## src/rtl/reset_seq_pkg.sv

```systemverilog
// Shared types for the ordered reset-release controller: sequencer state
// encoding and the stage-index width helper.
package reset_seq_pkg;

   typedef enum logic [2:0] {
      ST_ASSERT,
      ST_RELEASE,
      ST_WAIT,
      ST_RUN,
      ST_FAULT
   } seq_state_t;

   // A single stage still needs a one-bit index.
   function automatic int idx_width(input int n);
      return (n > 1) ? $clog2(n) : 1;
   endfunction

endpackage

```

## src/rtl/ready_sync.sv

```systemverilog
// Vector two-flop synchronizer with asynchronous clear, used to bring the
// per-stage ready/lock indications into the clk domain.
module ready_sync #(
   parameter int WIDTH = 1
) (
   input  logic             clk,
   input  logic             clr,
   input  logic [WIDTH-1:0] d,
   output logic [WIDTH-1:0] q
);

   logic [WIDTH-1:0] meta;

   always_ff @(posedge clk or posedge clr) begin
      if (clr) begin
         meta <= '0;
         q    <= '0;
      end else begin
         meta <= d;
         q    <= meta;
      end
   end

endmodule

```

## src/rtl/reset_sequencer.sv

```systemverilog
// Ordered reset-release controller: holds all stages in reset, then releases
// them one by one, waiting for each stage's ready with a timeout.
module reset_sequencer
   import reset_seq_pkg::*;
#(
   parameter  int N_STAGES       = 4,
   parameter  int HOLD_CYCLES    = 16,
   parameter  int TIMEOUT_CYCLES = 1024,
   localparam int KW             = idx_width(N_STAGES)
) (
   input  logic                clk,
   input  logic                initial_reset_i,
   input  logic                soft_reset_req_i,
   input  logic [N_STAGES-1:0] stage_ready_i,
   output logic [N_STAGES-1:0] stage_reset_o,
   output logic                busy_o,
   output logic                done_o,
   output logic                timeout_o,
   output logic [KW-1:0]       fault_stage_o
);

   localparam int HW = $clog2(HOLD_CYCLES + 1);
   localparam int TW = $clog2(TIMEOUT_CYCLES + 1);
   localparam logic [HW-1:0] HOLD_LAST = HW'(HOLD_CYCLES - 1);
   localparam logic [TW-1:0] TO_MAX    = TW'(TIMEOUT_CYCLES);
   localparam logic [KW-1:0] K_LAST    = KW'(N_STAGES - 1);

   seq_state_t          state_q, state_d;
   logic [KW-1:0]       k_q, k_d;
   logic [HW-1:0]       hold_q, hold_d;
   logic [TW-1:0]       to_q, to_d;
   logic [N_STAGES-1:0] rdy_s;
   logic [N_STAGES-1:0] rst_d;
   logic                busy_d, done_d, timeout_d;
   logic [KW-1:0]       fault_d;
   logic                lost;
   logic [KW-1:0]       lost_idx;

   // Reset mask covering stage s and every stage above it.
   function automatic logic [N_STAGES-1:0] from_stage(input logic [KW-1:0] s);
      return {N_STAGES{1'b1}} << s;
   endfunction

   ready_sync #(.WIDTH(N_STAGES)) u_ready_sync (
      .clk (clk),
      .clr (initial_reset_i),
      .d   (stage_ready_i),
      .q   (rdy_s)
   );

   // Lowest stage that has dropped ready.
   always_comb begin
      lost     = 1'b0;
      lost_idx = '0;
      for (int i = N_STAGES - 1; i >= 0; i--) begin
         if (!rdy_s[i]) begin
            lost     = 1'b1;
            lost_idx = KW'(i);
         end
      end
   end

   always_ff @(posedge clk or posedge initial_reset_i) begin
      if (initial_reset_i) begin
         state_q       <= ST_ASSERT;
         k_q           <= '0;
         hold_q        <= '0;
         to_q          <= '0;
         stage_reset_o <= '1;
         busy_o        <= 1'b1;
         done_o        <= 1'b0;
         timeout_o     <= 1'b0;
         fault_stage_o <= '0;
      end else begin
         state_q       <= state_d;
         k_q           <= k_d;
         hold_q        <= hold_d;
         to_q          <= to_d;
         stage_reset_o <= rst_d;
         busy_o        <= busy_d;
         done_o        <= done_d;
         timeout_o     <= timeout_d;
         fault_stage_o <= fault_d;
      end
   end

   always_comb begin
      state_d = state_q;
      k_d     = k_q;
      hold_d  = hold_q;
      to_d    = to_q;
      if (soft_reset_req_i) begin
         state_d = ST_ASSERT;
         k_d     = '0;
         hold_d  = '0;
      end else begin
         case (state_q)
            ST_ASSERT: begin
               if (hold_q >= HOLD_LAST) state_d = ST_RELEASE;
               else                     hold_d  = hold_q + 1'b1;
            end
            ST_RELEASE: begin
               to_d    = '0;
               state_d = ST_WAIT;
            end
            ST_WAIT: begin
               // Ready is tested first so it wins a tie with the timeout limit.
               if (rdy_s[k_q]) begin
                  if (k_q == K_LAST) begin
                     state_d = ST_RUN;
                  end else begin
                     k_d     = k_q + 1'b1;
                     state_d = ST_RELEASE;
                  end
               end else if (to_q == TO_MAX) begin
                  state_d = ST_FAULT;
               end else begin
                  to_d = to_q + 1'b1;
               end
            end
            ST_RUN: begin
               if (lost) begin
                  state_d = ST_ASSERT;
                  k_d     = lost_idx;
                  hold_d  = '0;
               end
            end
            ST_FAULT: ;
            default:  state_d = ST_ASSERT;
         endcase
      end
   end

   always_comb begin
      rst_d     = stage_reset_o;
      timeout_d = timeout_o;
      fault_d   = fault_stage_o;
      if (soft_reset_req_i) begin
         rst_d     = '1;
         timeout_d = 1'b0;
      end else begin
         case (state_q)
            ST_ASSERT:  rst_d = stage_reset_o | from_stage(k_q);
            ST_RELEASE: rst_d[k_q] = 1'b0;
            ST_WAIT: begin
               if (state_d == ST_FAULT) begin
                  rst_d     = stage_reset_o | from_stage(k_q);
                  timeout_d = 1'b1;
                  fault_d   = k_q;
               end
            end
            ST_RUN: begin
               if (state_d == ST_ASSERT) begin
                  rst_d   = stage_reset_o | from_stage(lost_idx);
                  fault_d = lost_idx;
               end
            end
            ST_FAULT:   rst_d = stage_reset_o | from_stage(fault_stage_o);
            default:    rst_d = '1;
         endcase
      end
      busy_d = !(state_d inside {ST_RUN, ST_FAULT});
      done_d = (state_d == ST_RUN);
   end

endmodule

```

## config.mk

```make
export PLATFORM = sky130hd
export DESIGN_NAME = reset_sequencer
export DESIGN_NICKNAME = d
export VERILOG_FILES = /design/src/rtl/reset_seq_pkg.sv /design/src/rtl/ready_sync.sv /design/src/rtl/reset_sequencer.sv
export SDC_FILE = /design/constraint.sdc
export NUM_CORES = 1
export LEC_CHECK = 0
export CORE_ASPECT_RATIO = 1.75
export CORE_MARGIN = 1
export CORE_UTILIZATION = 62
export CTS_CLUSTER_SIZE = 12
export DETAILED_ROUTE_END_ITERATION = 16
export PLACE_DENSITY = 0.89
export SETUP_SLACK_MARGIN = 0.3
export SYNTH_ARGS = -nofsm -noshare
export SYNTH_HDL_FRONTEND = slang
export SYNTH_SLANG_ARGS = --single-unit
```

## constraint.sdc

```tcl
create_clock -name clk -period 6.1 [get_ports clk]
set_input_delay 0.61 -clock clk [delete_from_list [all_inputs] [get_ports clk]]
set_output_delay 0.61 -clock clk [all_outputs]
set_load 0.02 [all_outputs]
```

==> impl_metrics.env <==
export IMPL_status="finished, final reports clean"
export IMPL_setup_viol=0
export IMPL_crit_reg2reg_launch="state_q[0]"
export IMPL_synth_compound_area_share_pct=17.4
export IMPL_drtIter0Drc=48
export IMPL_synth_seq_area_share_pct=45.2
export IMPL_drive_gt1_share_pct=11.2
export IMPL_dpl_cell_area_um2=2280
export IMPL_critPathArrivalTime_ns=2.72
export IMPL_dr_pass1_iters=4
export IMPL_synthCells=218
export IMPL_syn2layout_area_growth_pct=14.3
export IMPL_hold_start="u_ready_sync.meta[3]"
export IMPL_rsz0062_at_grt="no"
export IMPL_root_buffer="clkbuf_8"
export IMPL_synthTopCellsByArea="dfrtp_1, dfstp_2, a21oi_1, ha_1, nor2_1"
export IMPL_dp_hpwl_um=3050
export IMPL_endpoint="stage_reset_o[2]"
export IMPL_timing_final_crit_share_pct=40.8
export IMPL_ant_nets=0
export IMPL_clk_path_buf_depth=2
export IMPL_routed_via_count=1667
export IMPL_syn_area_per_cell_um2=9.72
export IMPL_r2r_end="stage_reset_o[2]"
export IMPL_grt_pass1_vias=1628
export IMPL_grt_pass1_wl_um=7060
export IMPL_slew_viol_final=0
export IMPL_antenna_found_initial=0
export IMPL_synthAdderAreaFrac_pct=4.72
export IMPL_max_freq_mhz=402
export IMPL_powerDensity_nw_per_um2=229
export IMPL_cts_hold_buf=0
export IMPL_syn_area_um2=2120
export IMPL_num_io_pins=16
export IMPL_die_h_um=79.3
export IMPL_clk_pin_slew_ns=0.09
export IMPL_numCtsBuffers=5
export IMPL_fin_area_um2=2420
export IMPL_synthXorXnorAreaFrac_pct=3.31
export IMPL_htreeDepth=2
export IMPL_hold_class="reg2reg"
export IMPL_start_util_pct=66.0
export IMPL_max_cap_violations=0
export IMPL_die_x_um=46.2
export IMPL_num_antenna_cells=0
export IMPL_hold_viol_final=0
export IMPL_routabilityCongestion=0.855
export IMPL_hold_ws_ns=0.352
export IMPL_maxSlewHeadroom_pct=53.9
export IMPL_synthArstFlopShare_pct=100
export IMPL_r2r_worst_path_cells=5
export IMPL_vias_per_cell=6.06
export IMPL_routedWlPerCell_um=15.8
export IMPL_ys_flop_type="dfrtp_1"
export IMPL_synth_top_area_share_pct=39.0
export IMPL_grt_max_degree=39
export IMPL_finClkSkew_ns=0.0109
export IMPL_overflow=0
export IMPL_synth_nets=233
export IMPL_worstSetupStartpoint="state_q[0]"
export IMPL_port_buffers=15
export IMPL_cts_tree="built"
export IMPL_crit_fanout=23
export IMPL_core_region_area_um2=3210
export IMPL_yosys_warnings=0
export IMPL_nNetsFinal=246
export IMPL_synthMuxAreaShare_pct=2.54
export IMPL_worst_pin_slew_ns=0.691
export IMPL_fin_setup_tns_ns=0
export IMPL_drc=0
export IMPL_insertion_delay_ns=0.30
export IMPL_dieArea_um2=3670
export IMPL_path_class="reg2reg"
export IMPL_grtUsageTotal_pct=27.0
export IMPL_min_period_ns=2.49
export IMPL_cts_setup_buffers=0
export IMPL_p_leak_nw=1.06
export IMPL_ys_seq_elements=38
export IMPL_ys_types=50
export IMPL_utilization_pct=75.5
export IMPL_synth_area_leader_cell="dfrtp_1"
export IMPL_r2r_slack_ns=3.61
export IMPL_cts_resized=0
export IMPL_synth_edf_count=0
export IMPL_peakVddDrop_uv=267
export IMPL_yosys_area_share_simple_pct=22.6
export IMPL_required_ns=6.32
export IMPL_clock_sinks=38
export IMPL_postRouteWirelength_um=4350
export IMPL_endpoint_kind="flip-flop"
export IMPL_rows=27
export IMPL_synth_top_family_by_area="simple AND/OR/NAND/NOR gates"
export IMPL_worst_setup_path_start_kind="flip-flop"
-- logic make-up (layout without fill, tap and decap cells) --
family	after synthesis	count (layout)
buf+inv	22	36
xor+xnor	8	8
fa+ha+maj	8	8
simple gates	84	84
compound gates	54	54
mux	4	4
flops	38	38
-- how the worst min path moves through the flow --
stage	to	slack, ns	cells past startpoint
final	u_ready_sync.q[3]	0.35	0
after global routing	u_ready_sync.q[3]	0.36	0
after CTS	u_ready_sync.q[3]	0.36	0
after detailed placement	u_ready_sync.q[1]	0.35	0
after global placement	u_ready_sync.q[3]	0.33	0
after floorplan	u_ready_sync.q[0]	0.33	0
-- power by group --
part	total, mW	internal, mW	switching, mW	leakage (nW)
registers	0.265	0.259	0.00600	0.485
clock network	0.260	0.164	0.0962	0.0683
logic	0.0300	0.0134	0.0166	0.506
-- cell usage after synthesis (all sizes together), types with 3 or more instances --
library cell and n:
clkbuf 8, dfrtp 33, and2 4, or2 5, nand4 7, a211oi 5, o21ai 10, nand2 14
a22o 3, and4 3, nor2 20, inv 12, or3 6, and3 5, nor3b 4, a21oi 21
nor2b 3, a22oi 3, dfstp 5, ha 8, xor2 8, nor3 4
-- final cells by class --
cell class                 instances  area [um2]
fill                             239         787
inverter                          12        45.0
multi-input combinational        158        1070
timing repair buffer              16         158
clock buffer                       5        68.8
sequential                        38         957
clock inverter                     3        68.8
tap                               43        53.8
-- cell usage in the layout, fill, tap and decap left out, drive strengths merged, types with 6 or more instances in the layout --
cell type      netlist  routed
a21oi               21      21
clkdlybuf4s50        0      15
dfrtp               33      33
ha                   8       8
inv                 12      12
nand2               14      14
nand4                7       7
nor2                20      20
o21ai               10      10
or3                  6       6
xor2                 8       8
-- metrics by stage --
stage | total power, mW | instances | setup slack, ns
3_3_place_gp | 0.298 | 267 | 3.71
6_report | 0.555 | 275 | 3.61
3_5_place_dp | 0.300 | 267 | 3.59
2_1_floorplan | 0.288 | 218 | 4.07
5_1_grt | 0.572 | 275 | 3.47
4_1_cts | 0.560 | 275 | 3.63
-- routing by layer --
layer  track usage (%)  vias to the layer above  part of all wire [%]
met5                 0                        -                     0
met4              18.8                        0                   5.2
met3              6.82                       22                   2.5
met2              42.8                       40                    51
met1              30.0                      797                    41
li1                  -                      808                     -
-- worst max-delay path: stages (launching register included) --
cell and delay, ns:
dfrtp_1 0.79, nand3b_1 0.34, or3_1 0.58, a21oi_1 0.42, inv_1 0.07, a22o_1 0.21
-- state kept, by name, indices dropped and copies added (netlist names) --
| signal | count |
|---|---|
| busy_o | 1 |
| done_o | 1 |
| fault_stage_o | 2 |
| hold_q | 5 |
| k_q | 2 |
| stage_reset_o | 4 |
| state_q | 3 |
| timeout_o | 1 |
| to_q | 11 |
| u_ready_sync.meta | 4 |
| u_ready_sync.q | 4 |
Note: power is estimated with default switching activity, not from simulation.
